===== src/rtl/vec_vsetvl_unit.sv =====
// Vector configuration-setting stage for vsetvli / vsetivli / vsetvl.
// It validates the requested vtype, computes vl = min(AVL, VLMAX), and writes the CSRs and rd.
module vec_vsetvl_unit #(
  parameter int XLEN = 32,
  parameter int VLEN = 512,
  parameter int ELEN = 64
) (
  input  logic            clk,
  input  logic            n_rst,
  input  logic            inst_valid,
  output logic            inst_ready,
  input  logic [XLEN-1:0] inst,
  input  logic [XLEN-1:0] rs1_i,
  input  logic [XLEN-1:0] rs2_i,
  input  logic [XLEN-1:0] cur_vl_i,
  output logic [XLEN-1:0] vtype_o,
  output logic [XLEN-1:0] vl_o,
  output logic            csrwr_en,
  output logic [4:0]      rd_addr_o,
  output logic [XLEN-1:0] rd_wdata_o,
  output logic            rd_we_o,
  output logic            illegal_o
);

  typedef enum logic [1:0] {IDLE, CALC, WRITE} state_e;

  localparam logic [XLEN-1:0] VLEN_X    = XLEN'(VLEN);
  localparam logic [XLEN-1:0] ELEN_X    = XLEN'(ELEN);
  localparam logic [XLEN-1:0] VILL_WORD = {1'b1, {(XLEN-1){1'b0}}};

  state_e            state_q, state_d;
  logic [XLEN-1:0]   inst_q, inst_d;
  logic [XLEN-1:0]   rs1_q, rs1_d;
  logic [XLEN-1:0]   rs2_q, rs2_d;
  logic [XLEN-1:0]   cur_vl_q, cur_vl_d;
  logic [XLEN-1:0]   vtype_q, vtype_d;
  logic [XLEN-1:0]   vl_q, vl_d;
  logic [4:0]        rd_addr_q, rd_addr_d;

  // Decode and vl computation on the captured instruction.
  logic [4:0]        rd_f, rs1_f;
  logic              is_vli, is_vili, is_vl, dec_valid;
  logic [XLEN-1:0]   req_vtype, avl, vlmax, new_vl, new_vtype;
  logic [2:0]        vsew, vlmul;
  logic              vill;

  always_comb begin
    rd_f    = inst_q[11:7];
    rs1_f   = inst_q[19:15];
    is_vli  = ~inst_q[31];
    is_vili = (inst_q[31:30] == 2'b11);
    is_vl   = (inst_q[31:25] == 7'b1000000);
    dec_valid = (inst_q[6:0] == 7'h57) && (inst_q[14:12] == 3'b111) &&
                (is_vli || is_vili || is_vl);

    if (is_vli)       req_vtype = XLEN'(inst_q[30:20]);
    else if (is_vili) req_vtype = XLEN'(inst_q[29:20]);
    else              req_vtype = rs2_q;

    // rs1=x0 with a live rd asks for VLMAX; with rd=x0 too it keeps the current vl.
    if (is_vili)          avl = XLEN'(rs1_f);
    else if (rs1_f != '0) avl = rs1_q;
    else if (rd_f != '0)  avl = '1;
    else                  avl = cur_vl_q;

    vsew  = req_vtype[5:3];
    vlmul = req_vtype[2:0];
    vill  = vlmul[2] || (vsew > 3'd3) || ((XLEN'(8) << vsew) > ELEN_X) ||
            (|req_vtype[XLEN-1:8]);

    vlmax = (VLEN_X >> (4'(vsew) + 4'd3)) << vlmul[1:0];

    if (vill) begin
      new_vl    = '0;
      new_vtype = VILL_WORD;
    end else begin
      new_vl    = (avl < vlmax) ? avl : vlmax;
      new_vtype = {{(XLEN-8){1'b0}}, req_vtype[7:0]};
    end
  end

  always_comb begin
    // NOTE: every signal gets its hold value first so no path through the case infers a latch.
    state_d   = state_q;
    inst_d    = inst_q;
    rs1_d     = rs1_q;
    rs2_d     = rs2_q;
    cur_vl_d  = cur_vl_q;
    vtype_d   = vtype_q;
    vl_d      = vl_q;
    rd_addr_d = rd_addr_q;

    case (state_q)
      IDLE: begin
        if (inst_valid) begin
          inst_d   = inst;
          rs1_d    = rs1_i;
          rs2_d    = rs2_i;
          cur_vl_d = cur_vl_i;
          state_d  = CALC;
        end
      end
      CALC: begin
        if (dec_valid) begin
          vtype_d   = new_vtype;
          vl_d      = new_vl;
          rd_addr_d = rd_f;
          state_d   = WRITE;
        end else begin
          state_d   = IDLE;
        end
      end
      WRITE:   state_d = IDLE;
      default: state_d = IDLE;
    endcase
  end

  // NOTE: state registers use non-blocking assignments so every flop samples pre-edge values.
  always_ff @(posedge clk or negedge n_rst) begin
    if (!n_rst) begin
      state_q   <= IDLE;
      inst_q    <= '0;
      rs1_q     <= '0;
      rs2_q     <= '0;
      cur_vl_q  <= '0;
      vtype_q   <= VILL_WORD;
      vl_q      <= '0;
      rd_addr_q <= '0;
    end else begin
      state_q   <= state_d;
      inst_q    <= inst_d;
      rs1_q     <= rs1_d;
      rs2_q     <= rs2_d;
      cur_vl_q  <= cur_vl_d;
      vtype_q   <= vtype_d;
      vl_q      <= vl_d;
      rd_addr_q <= rd_addr_d;
    end
  end

  // Strobes decode straight from state, so an async reset kills them at once.
  assign inst_ready = (state_q == IDLE);
  assign csrwr_en   = (state_q == WRITE);
  assign rd_we_o    = (state_q == WRITE);
  assign illegal_o  = (state_q == CALC) && !dec_valid;
  assign vtype_o    = vtype_q;
  assign vl_o       = vl_q;
  assign rd_wdata_o = vl_q;
  assign rd_addr_o  = rd_addr_q;

endmodule


===== config.mk =====
export PLATFORM = sky130hd
export DESIGN_NAME = vec_vsetvl_unit
export DESIGN_NICKNAME = d
export VERILOG_FILES = /design/src/rtl/vec_vsetvl_unit.sv
export SDC_FILE = /design/constraint.sdc
export NUM_CORES = 1
export LEC_CHECK = 0
export BUFFER_PORTS_ARGS = -buffer_cell sky130_fd_sc_hd__buf_2
export CAP_MARGIN = 20
export CORE_UTILIZATION = 56
export CTS_BUF_LIST = sky130_fd_sc_hd__clkbuf_4 sky130_fd_sc_hd__clkbuf_8 sky130_fd_sc_hd__clkbuf_16
export DETAILED_ROUTE_END_ITERATION = 8
export PLACE_DENSITY = 0.84
export SYNTH_ARGS = -nofsm -noshare
export SYNTH_HDL_FRONTEND = slang
export SYNTH_SLANG_ARGS = --single-unit

===== constraint.sdc =====
create_clock -name clk -period 6.05 [get_ports clk]
set_input_delay 0.605 -clock clk [delete_from_list [all_inputs] [get_ports clk]]
set_output_delay 0.605 -clock clk [all_outputs]
set_load 0.01 [all_outputs]

==> impl_results.md <==
- Status: finished clean
- Initial antenna violation count: 1
- Die Area: ~14000 sq um
- Fin crit period: roughly 4.2 ns
- TNS Setup: 0 ns
- Static Leak: between 4 and 5 nW
- Worst-skew pair later-pin latency: roughly 0.42 ns
- DR vias: approximately 5200
- Met2 usage: 40.7%
- Clock power frac: a little under 40%
- Internal Power: roughly 2.3 mW
- # setup viols final: 0
- Final period utilization: 68.6%
- Share of cells above drive strength 1: 48.1%
- Vias in the first global route: 5320
- # diodes: 0
- Post-CTS Resized: 0
- Psw: ~750 uW
- Cell Area, Synth: just under 8000 sq um
- Worst Tran Pin Value: between 0.9 and 1 ns
- Clk pin slew, worst setup/hold paths: 0.07 ns
- Max cap viols: 0
- Ys async rst share: 100%
- Unique masters post-synth: 52
- Gate power share: 14.8%
- Most Crowded Layer GR: met2
- Top_reg_cell synth: dfrtp_1
- I/O Pins: between 200 and 250
- Synth area leaders: dfrtp_1, mux2_2, buf_4, and2_1, nand2_1
- GRT overflow: 0
- Synth Warn #: 0
- Fin cells: slightly below 1000
- Vias per inst: 5.34
- Area leader, netlist: dfrtp_1
- Crit path buffers/inverters: 1
- CP Launch Type: flip-flop
- First-pass GRT wire length: ~27 mm
- Routability cong.: around 0.86
- Setup CP Type: flip-flop to flip-flop
- Drt wl/cell: 16.8 um
- Fmax: 241 MHz
- HPWL after detailed placement: around 12 mm
- RSZ-0062 raised after global routing: no
- Crit path max-delay family: simple AND/OR/NAND/NOR gates
- Cts hold-fix bufs: 0
- Post-Synthesis Mean Instance Area: about 13 sq um
- Core Rows: 42
- WP data required: between 6 and 7 ns
- CTS tree: yes
- Die Y: 120 um
- DRT antenna net count: 0
- Largest net degree at the start of global routing: slightly above 90
- PortBufs: 212
- Count leader, synth: dfrtp_1
- Crit. End Element: flip-flop
- # DRC: 0
- Seq/Total Area, Yosys: between 50% and 60%
- Final-report max-slew violation count: 0
- Switch share: 24.6%
- CP arrival: ~4.5 ns
- CTS sink cnt: about 180
- Max Root-Sink Buffers: 2
- Drt pass-1 iters: 4
- Met3 Usage GRT: 6.32%
- Placed Cells: ~950
- R2r endpoint: rd_wdata_o[6]
- Total power per unit cell area: between 300 and 400 nW/um^2
- GR Util met1: 30.0%
- Worst hold path class: input port to async pin
- Root Driver: clkbuf_16
- # H-tree levels: 4
- Skew final: roughly 0.007 ns
- DR iter-0 viols: ~270
- R2r startpoint: inst_q[30]
- Cell count after synthesis: approximately 620
- Critical Path Slowest Stage Cell: mux2i_1
- Final #Nets: 931
- Final Hold Vio Count: 0
- Commonest cells in the netlist: dfrtp_1, mux2_2, buf_4, nand2_1, and2_1
- Routed WL: about 16 mm
- Worst slew margin: about a third
- Top-area cell type share of the netlist area: roughly 56%
- Die Width: ~120 um
- Worst Path Max Fanout: 14
- Worst path cell trace: nand2b_1 > mux2i_1 > nand2b_1 > o21ai_0 > and2_1 > inv_1 > ha_1 > a21o_1 > a21oi_1 > o21ai_0 > a31oi_1 > and4bb_4 > mux2_2 > o21ai_1
- Area Growth Syn to Fin: 19.6%
- Tot GR Track Use: around a quarter
- Setup repair bufs after CTS: 0
- Post-synth EDFFs: 0
- Crit path largest cell delay: approximately 0.64 ns
- FF+latch count, synth: ~180
- Initial core utilization: approximately three fifths
- Reg2Reg Setup Slack: 1.90 ns
- Cell depth of the worst flop-to-flop path: 14
- Core Region: 13500 sq um
- Sequential share of power: between 40% and 50%
- Total CTS buffers: 17
- Max IR drop VDD: ~0.00023 V
## worst reg2reg max path, stage by stage, from the launching register on
cell      delay [ns]
dfrtp_1         0.41
nand2b_1        0.59
mux2i_1         0.65
nand2b_1        0.19
o21ai_0         0.24
and2_1          0.20
inv_1           0.05
ha_1            0.28
a21o_1          0.18
a21oi_1         0.12
o21ai_0         0.08
a31oi_1         0.21
and4bb_4        0.40
mux2_2          0.38
o21ai_1         0.11
## sequential cells by signal, summed over array words and instances (netlist names)
signal / count
cur_vl_q: 32
rs2_q: 32
inst_q: 32
state_q: 2
rs1_q: 32
rd_wdata_o: 32
rd_addr_o: 5
vtype_o: 9
## metal layers
metal | wire length (um) | share of wire, %
met2 | 8290 | 50
met3 | 929 | 5.6
met1 | 6880 | 42
met4 | 376 | 2.3
met5 | 10 | 0.061
## per-stage QoR
step / power (mW) / worst slack, ns / cell area [sq um] / util [%] / hold slack [ns]
floorplan: 1.71 / 2.45 / 7900 / - / 0.309
global placement: 1.83 / 2.11 / 8660 / 64.4 / 0.460
detailed placement: 1.86 / 1.92 / 8660 / 64.4 / 0.465
CTS: 3.07 / 1.91 / 9320 / 69.3 / 0.251
global route: 3.18 / 1.51 / 9350 / 69.5 / 0.279
finish: 3.05 / 1.90 / 9350 / 69.5 / 0.219
## worst max-delay path by stage
stage	startpoint	depth (start not counted)	end	slack, ns
final	inst_q[30]	14	rd_wdata_o[6]	1.90
after global placement	inst_q[30]	14	rd_wdata_o[6]	2.11
after detailed placement	inst_q[30]	14	rd_wdata_o[6]	1.92
after CTS	inst_q[30]	14	rd_wdata_o[6]	1.91
after floorplan	inst_q[30]	17	rd_wdata_o[8]	2.45
after global routing	inst_q[30]	14	rd_wdata_o[6]	1.51
## cells by family after synthesis
kind of cell / Yosys count / synth area share, %
xor gates and xnor gates: 1 / 0.112
muxes: 142 / 20.3
adders and majority gates: 9 / 1.44
DFF: 176 / 56.3
AOI/OAI and AO/OA: 55 / 4.53
buffers and inverters: 95 / 7.57
and+or+nand+nor: 139 / 9.68
other: 1 / 0.0480
## cells in the final DEF, fill, tap and decap left out, drive strengths merged, types with 10 or more instances in the layout
cell | netlist | layout
buf | 63 | 216
dfrtp | 175 | 175
mux2 | 131 | 131
nand2 | 42 | 42
and2 | 29 | 29
conb | 1 | 23
o21ai | 23 | 23
clkbuf | 21 | 19
nor4 | 18 | 18
inv | 10 | 12
mux2i | 11 | 11
nor2 | 11 | 11
o22ai | 10 | 10
## power groups by stage
stage	combinational, mW	sequential (mW)	clock, mW
after CTS	0.452	1.39	1.23
after floorplan	0.332	1.38	0
after global placement	0.432	1.40	0
final	0.450	1.39	1.21
after detailed placement	0.449	1.41	0
after global routing	0.499	1.40	1.28
## layout make-up
class	instances	area, sq um
clock inverters	13	208
multi-input cells	369	2910
well taps	176	220
flip-flops and latches	176	4410
clock buffers	19	453
fillers	994	4100
inverters	11	41.3
repair buffers	216	1120
Note: power is estimated with default switching activity, not from simulation.
